[src/rtl/icache_if.sv]
// Fetch-side and memory-side signal bundle of the instruction cache.
// slave  : cache view (takes fetch requests and memory data, returns
//          hit/instruction, memory request and the hit/miss counters).
// master : environment view (fetch unit + memory model), the mirror image.
interface icache_if;
  logic        icache_REN;
  logic [31:0] icache_addr;
  logic        icache_halt;
  logic        icache_hit;
  logic [31:0] icache_load;
  logic        mem_REN;
  logic [31:0] mem_addr;
  logic        mem_wait;
  logic [31:0] mem_load;
  logic [31:0] hit_count;
  logic [31:0] miss_count;

  modport slave (
    input  icache_REN, icache_addr, icache_halt, mem_wait, mem_load,
    output icache_hit, icache_load, mem_REN, mem_addr, hit_count, miss_count
  );

  modport master (
    output icache_REN, icache_addr, icache_halt, mem_wait, mem_load,
    input  icache_hit, icache_load, mem_REN, mem_addr, hit_count, miss_count
  );
endinterface

[src/rtl/icache.sv]
// Direct-mapped, one-word-per-frame instruction cache with a blocking
// refill from memory and saturating hit/miss counters.
// Ports:
//   CLK   - clock
//   nRST  - asynchronous active-low reset
//   bus   - icache_if.slave: fetch request (REN/addr/halt), hit and
//           instruction word, memory read request/address/wait/data,
//           hit_count and miss_count.
// Hits are answered combinationally in IDLE; a miss latches the word
// address and sits in MISS until memory drops mem_wait, then fills the
// frame and returns to IDLE (the refetched word hits the following cycle).
module icache #(
  parameter int unsigned ICACHE_FRAMES     = 16,
  parameter int unsigned LOG_ICACHE_FRAMES = $clog2(ICACHE_FRAMES)
) (
  input  logic     CLK,
  input  logic     nRST,
  icache_if.slave  bus
);

  localparam int unsigned TAG_W = 30 - LOG_ICACHE_FRAMES;

  typedef enum logic {
    IDLE = 1'b0,
    MISS = 1'b1
  } state_e;

  state_e                       state_q, state_d;
  logic [ICACHE_FRAMES-1:0]     valid_q;
  logic [TAG_W-1:0]             tag_q  [ICACHE_FRAMES];
  logic [31:0]                  data_q [ICACHE_FRAMES];
  logic [31:0]                  miss_addr_q, miss_addr_d;
  logic [31:0]                  hit_count_q, hit_count_d;
  logic [31:0]                  miss_count_q, miss_count_d;

  logic [LOG_ICACHE_FRAMES-1:0] req_idx_c, fill_idx_c;
  logic [TAG_W-1:0]             req_tag_c, fill_tag_c;
  logic                         match_c, lookup_c, hit_c, miss_start_c, fill_c;
  logic [1:0]                   addr_lsb_unused;

  // Address split for the live request and for the latched miss.
  assign req_idx_c       = bus.icache_addr[LOG_ICACHE_FRAMES+1:2];
  assign req_tag_c       = bus.icache_addr[31:LOG_ICACHE_FRAMES+2];
  assign fill_idx_c      = miss_addr_q[LOG_ICACHE_FRAMES+1:2];
  assign fill_tag_c      = miss_addr_q[31:LOG_ICACHE_FRAMES+2];
  assign addr_lsb_unused = bus.icache_addr[1:0];

  // Lookup only happens for an un-halted request while idle.
  assign match_c      = valid_q[req_idx_c] && (tag_q[req_idx_c] == req_tag_c);
  assign lookup_c     = (state_q == IDLE) && bus.icache_REN && !bus.icache_halt;
  assign hit_c        = lookup_c && match_c;
  assign miss_start_c = lookup_c && !match_c;
  assign fill_c       = (state_q == MISS) && !bus.mem_wait;

  // Outputs: hit is zero-latency by design; memory side follows the FSM.
  assign bus.icache_hit  = hit_c;
  assign bus.icache_load = (state_q == IDLE) ? data_q[req_idx_c] : 32'h0;
  assign bus.mem_REN     = (state_q == MISS);
  assign bus.mem_addr    = miss_addr_q;
  assign bus.hit_count   = hit_count_q;
  assign bus.miss_count  = miss_count_q;

  // Next-state, miss address capture and saturating counters.
  always_comb begin
    state_d      = state_q;
    miss_addr_d  = miss_addr_q;
    hit_count_d  = hit_count_q;
    miss_count_d = miss_count_q;

    case (state_q)
      IDLE: begin
        if (miss_start_c) begin
          state_d     = MISS;
          miss_addr_d = {bus.icache_addr[31:2], 2'b00};
        end
      end
      MISS: begin
        // The fill uses miss_addr only; fetch-side changes are ignored here.
        if (!bus.mem_wait) begin
          state_d = IDLE;
        end
      end
      default: state_d = IDLE;
    endcase

    if (hit_c && (hit_count_q != 32'hFFFF_FFFF)) begin
      hit_count_d = hit_count_q + 32'd1;
    end
    if (miss_start_c && (miss_count_q != 32'hFFFF_FFFF)) begin
      miss_count_d = miss_count_q + 32'd1;
    end
  end

  // State, frames and counters; reset aborts any miss without a fill.
  always_ff @(posedge CLK or negedge nRST) begin
    if (!nRST) begin
      state_q      <= IDLE;
      valid_q      <= '0;
      miss_addr_q  <= 32'h0;
      hit_count_q  <= 32'h0;
      miss_count_q <= 32'h0;
      for (int i = 0; i < int'(ICACHE_FRAMES); i++) begin
        tag_q[i]  <= '0;
        data_q[i] <= 32'h0;
      end
    end else begin
      state_q      <= state_d;
      miss_addr_q  <= miss_addr_d;
      hit_count_q  <= hit_count_d;
      miss_count_q <= miss_count_d;
      // Unconditional overwrite: conflicting lines simply evict each other.
      if (fill_c) begin
        valid_q[fill_idx_c] <= 1'b1;
        tag_q[fill_idx_c]   <= fill_tag_c;
        data_q[fill_idx_c]  <= bus.mem_load;
      end
    end
  end

endmodule

[src/flat_wrapper.sv]
// flat-port wrapper written by rule: the top's interface ports become plain ports
module icache_flat 
#(
  parameter int unsigned ICACHE_FRAMES     = 16,
  parameter int unsigned LOG_ICACHE_FRAMES = $clog2(ICACHE_FRAMES)
)
  (CLK, nRST, bus_icache_REN, bus_icache_addr, bus_icache_halt, bus_mem_wait, bus_mem_load, bus_icache_hit, bus_icache_load, bus_mem_REN, bus_mem_addr, bus_hit_count, bus_miss_count);
  icache_if bus_i ();
  input  logic CLK;
  input  logic nRST;
  input wire logic [$bits(bus_i.icache_REN)-1:0] bus_icache_REN;
  input wire logic [$bits(bus_i.icache_addr)-1:0] bus_icache_addr;
  input wire logic [$bits(bus_i.icache_halt)-1:0] bus_icache_halt;
  input wire logic [$bits(bus_i.mem_wait)-1:0] bus_mem_wait;
  input wire logic [$bits(bus_i.mem_load)-1:0] bus_mem_load;
  output wire logic [$bits(bus_i.icache_hit)-1:0] bus_icache_hit;
  output wire logic [$bits(bus_i.icache_load)-1:0] bus_icache_load;
  output wire logic [$bits(bus_i.mem_REN)-1:0] bus_mem_REN;
  output wire logic [$bits(bus_i.mem_addr)-1:0] bus_mem_addr;
  output wire logic [$bits(bus_i.hit_count)-1:0] bus_hit_count;
  output wire logic [$bits(bus_i.miss_count)-1:0] bus_miss_count;
  assign bus_i.icache_REN = bus_icache_REN;
  assign bus_i.icache_addr = bus_icache_addr;
  assign bus_i.icache_halt = bus_icache_halt;
  assign bus_i.mem_wait = bus_mem_wait;
  assign bus_i.mem_load = bus_mem_load;
  assign bus_icache_hit = bus_i.icache_hit;
  assign bus_icache_load = bus_i.icache_load;
  assign bus_mem_REN = bus_i.mem_REN;
  assign bus_mem_addr = bus_i.mem_addr;
  assign bus_hit_count = bus_i.hit_count;
  assign bus_miss_count = bus_i.miss_count;
  icache #(.ICACHE_FRAMES(ICACHE_FRAMES), .LOG_ICACHE_FRAMES(LOG_ICACHE_FRAMES)) u_core (.CLK(CLK), .nRST(nRST), .bus(bus_i));
endmodule
[config.mk]
export PLATFORM = sky130hd
export DESIGN_NAME = icache_flat
export DESIGN_NICKNAME = d
export VERILOG_FILES = /design/src/rtl/icache_if.sv /design/src/rtl/icache.sv /design/src/flat_wrapper.sv
export SDC_FILE = /design/constraint.sdc
export NUM_CORES = 1
export LEC_CHECK = 0
export ABC_AREA = 1
export CORE_MARGIN = 2
export CORE_UTILIZATION = 30
export CTS_CLUSTER_SIZE = 30
export DETAILED_ROUTE_END_ITERATION = 12
export MAX_ROUTING_LAYER = met4
export REMOVE_ABC_BUFFERS = 1
export SETUP_SLACK_MARGIN = 0.02
export SLEW_MARGIN = 5
export SYNTH_ARGS = -nofsm -noshare
export SYNTH_HDL_FRONTEND = slang
export SYNTH_SLANG_ARGS = --single-unit
[constraint.sdc]
create_clock -name CLK -period 2.7 [get_ports CLK]
set_input_delay 0.27 -clock CLK [delete_from_list [all_inputs] [get_ports CLK]]
set_output_delay 0.27 -clock CLK [all_outputs]
set_load 0.02 [all_outputs]
==> impl_metrics.csv <==
group,metric,value,unit
setup_path,critPathTopFamily,"simple AND/OR/NAND/NOR gates",
grt,grt_pass1_wl,249.0,mm
setup_path,timing.rr.end,"u_core.bus.miss_count[27]",
timing,fin_crit,2.926,ns
clock_network,cts_root_buf,"clkbuf_16",
placement,placed_cells,8297,
grt,grt_pass1_vias,40460,
cells_and_area,drive_above_1_share,9.817,%
grt,grt_max_degree,150,
placement,placed_area,0.05468,mm^2
pwr,power,0.04758,W
die,die_h,405.9,um
timing,timing.final.crit_share,108.4,%
setup_path,cp.depth,14,
die,initial_utilization,30.18,%
pwr,leakage,27.34,nW
cells_and_area,nNetsFinal,6337,
timing,setup_viol,1,
timing,finalHoldViolCount,0,
pwr,swShare,30.76,%
pwr,p_seq_share,47.0,%
setup_path,arrival,2.66,ns
synth,ys_seq_elements,1039,
clock_network,cts_sinks,1039,
synth,yosysWarnings,0,
clock_network,cts_buffers,111,
placement,post-place-ws,-0.6190,ns
pwr,cellPowerDensity,804.7,mW/mm^2
clock_network,worstSkewPairLatency,0.74,ns
setup_path,worst-r2r-setup-slack,0.21,ns
setup_path,crit_slowest_cell,"dfrtp_1",
status,status,"finished with violations",
die,rows,147,
die,dieArea,0.1647,mm^2
setup_path,reg2regPathDepth,12,
grt,grt_use_total,19.85,%
timing,worst_slew_pin_slew,0.8194,ns
routing,drt_iter0_drc,4437,
clock_network,clkTransAtPathRegs,0.06,ns
setup_path,path_max_fanout,2,
cells_and_area,final_area,0.05913,mm^2
status,violations,"setup timing",
pwr,pwr-share-comb,19.8,%
setup_path,slowest_delay,0.38,ns
timing,skew,0.02500,ns
routing,ant_nets,0,
synth,syn_avg_cell_area,7.930,um^2
timing,finalMaxSlewViolations,0,
setup_path,crit_required,2.43,ns
die,io_pins,199,
setup_path,critical_path.startpoint,"u_core.tag_q[16]",
timing,rsz0062_at_grt,"true",
synth,synth_cell_types,30,
cells_and_area,area_growth,22.02,%
synth,synth_top_area_share,53.66,%
routing,routedWlPerCell,19.00,um
hold_path,hold_path.class,"primary input to asynchronous set/reset pin",
die,coreArea,0.1606,mm^2
clock_network,max-clock-path-buffers,3,
timing,tns,-0.2265,ns
setup_path,cp-endpoint,"bus_icache_hit",
routing,via_per_inst,5.061,
clock_network,htree_levels,3,
setup_path,crit_top_cell,"nand2_2",
timing,fmax,341.7,MHz
pwr,irDropWorstVdd,0.6452,mV
synth,yosysSeqAreaShare,53.66,%
setup_path,r2r_start,"u_core.bus.miss_count[1]",
routing,drt-total-wl,161.9,mm
placement,place_hpwl,96.67,mm
placement,io_buffers,194,
setup_path,path_cells,"or2_1, nand2_1, nand3_1, nand3_2, nand2_1, nand2_2, nand2_2, nor2_4, nand2_2, inv_2, nand3_4, nor4_2, buf_4, buf_6",
timing,slew_headroom,45.37,%
placement,gp_congestion,0.8820,
grt,grt-ovfl-total,0,
setup_path,critPathKind,"flip-flop to output pin",
clock_network,cts_tree,"built",
die,die_x,405.9,um
pwr,power_frac_clock,33.2,%
setup_path,end_kind,"output pin",
timing,setup_ws,-0.2265,ns
synth,yosys.area.top_type,"dfrtp_1",
pwr,p_sw,0.01463,W
setup_path,start_kind,"flip-flop",
setup_path,cp_num_buf_inv,3,
grt,antenna_found_initial,7,
cells_and_area,final_cells,8520,
routing,via_count,43120,
pwr,internal_power,0.03294,W
synth,synthCells,6110,
routing,drc,0,
synth,synth_area_leaders,"dfrtp_1 54%, nand2_1 14%, o21ai_0 12%, nand3_1 3.6%, nor2_1 3.3%",
job,drv_cap,0,
synth,synth_area,0.04846,mm^2
routing,drt_first_pass_iters,6,
cell families (layout without fill, tap and decap cells):
group                      count (synthesis)  in the layout  share of synthesized area, %
and+or+nand+nor                         2750           2750                         22.85
AOI/OAI and AO/OA                       1468           1468                         16.24
DFF                                     1039           1039                         53.66
buffers and inverters                    819           1064                         6.628
xor gates and xnor gates                  31             31                        0.5603
adders and majority gates                  2              2                       0.05164
other                                      1              6                      0.007739
cells in the final DEF (no fill, tap or decap), types with 4 or more instances in the layout:
cell and count:
nand2_1 1797, o21ai_0 1192, dfrtp_1 1038, nor2_1 421, inv_1 328, nand3_1 315, buf_4 230, clkdlybuf4s50_1 156
clkbuf_16 114, o221ai_1 92, nand4_1 83, buf_12 82, o21ai_1 62, o211ai_1 53, o22ai_1 36, nor3_1 31
nand3_2 28, clkbuf_8 28, a21oi_1 27, nand2_2 25, xor2_1 25, dlygate4sd2_1 25, clkinv_2 22, clkbuf_1 22
nor4_1 11, buf_6 10, nand2_4 9, nor2_2 9, bufinv_16 9, buf_16 7, buf_8 7, a21oi_2 6
xnor2_1 6, nand3_4 5, diode_2 4, clkinv_8 4
state kept, by name, indices dropped and copies added (netlist names):
| register | flops |
|---|---|
| u_core.data_q | 512 |
| u_core.bus.miss_count | 32 |
| u_core.tag_q | 416 |
| u_core.bus.mem_REN | 1 |
| u_core.bus.hit_count | 32 |
| u_core.bus.mem_addr | 30 |
| u_core.valid_q | 16 |
worst min path at each step:
stage	startpoint	to	cells after the start	slack [ns]
floorplan	nRST	u_core.bus.hit_count[0]	0	-0.03
global placement	nRST	u_core.tag_q[383]	1	0.20
detailed placement	nRST	u_core.tag_q[383]	1	0.20
CTS	nRST	u_core.tag_q[223]	2	0.07
global route	nRST	u_core.tag_q[75]	2	0.1
finish	nRST	u_core.tag_q[75]	2	0.07
power groups by stage:
| stage | logic (W) | clock network (W) | registers (W) |
|---|---|---|---|
| after global routing | 0.0109 | 0.0168 | 0.0229 |
| after detailed placement | 0.00929 | 0 | 0.0225 |
| after CTS | 0.00938 | 0.0161 | 0.0223 |
| final | 0.00942 | 0.0158 | 0.0224 |
| after global placement | 0.00903 | 0 | 0.0224 |
| after floorplan | 0.00583 | 0 | 0.0220 |
metrics by stage:
step,hold slack [ns],util (%)
4_1_cts,0.06770,36.63
2_1_floorplan,-0.02559,-
3_5_place_dp,0.1974,34.06
5_1_grt,0.09897,36.82
6_report,0.07381,36.82
3_3_place_gp,0.2004,34.06
routing by layer:
metal,track usage [%],share of wire (%),up-vias
met5,-,0,-
met4,5.570,2.5,0
met3,2.527,5.6,241
met2,31.36,47,1430
met1,26.80,45,21050
li1,-,-,20400
cells in the mapped netlist:
cell type  instances
clkbuf_1         374
inv_2              1
buf_6              2
nor3_1            32
nor2_1           432
buf_4              6
or2_1              3
nor2_2             1
o211ai_1          53
nor4_1            12
a21oi_1           33
o22ai_1           36
dfrtp_1         1039
nand3b_1           1
nand2_1         1829
xor2_1            25
xnor2_1            6
nand4_1           83
inv_1            332
conb_1             1
nor3b_1            1
buf_2             80
nand3_1          348
or2_2              6
o21ai_0         1193
ha_1               2
buf_1             24
o221ai_1          92
nand2_2            2
o21ai_1           61
final cells by class:
type	instances	area (um^2)
multi-input cells	4253	19660
well taps	2160	2703
fillers	16300	101400
inverters	333	1270
repair buffers	528	5728
clock buffers	160	3232
clock inverters	43	523.0
flip-flops and latches	1039	26000
diodes	4	10.01
repair_timing:
action	in CTS	in global routing
hold endpoints to repair	394	0
pin swaps	18	25
hold buffers	1	0
endpoints found under the setup margin	32	48
resized for setup	107	61
setup buffers	3	6
cloned	3	3
No activity file was read; power rests on OpenSTA's default activity.
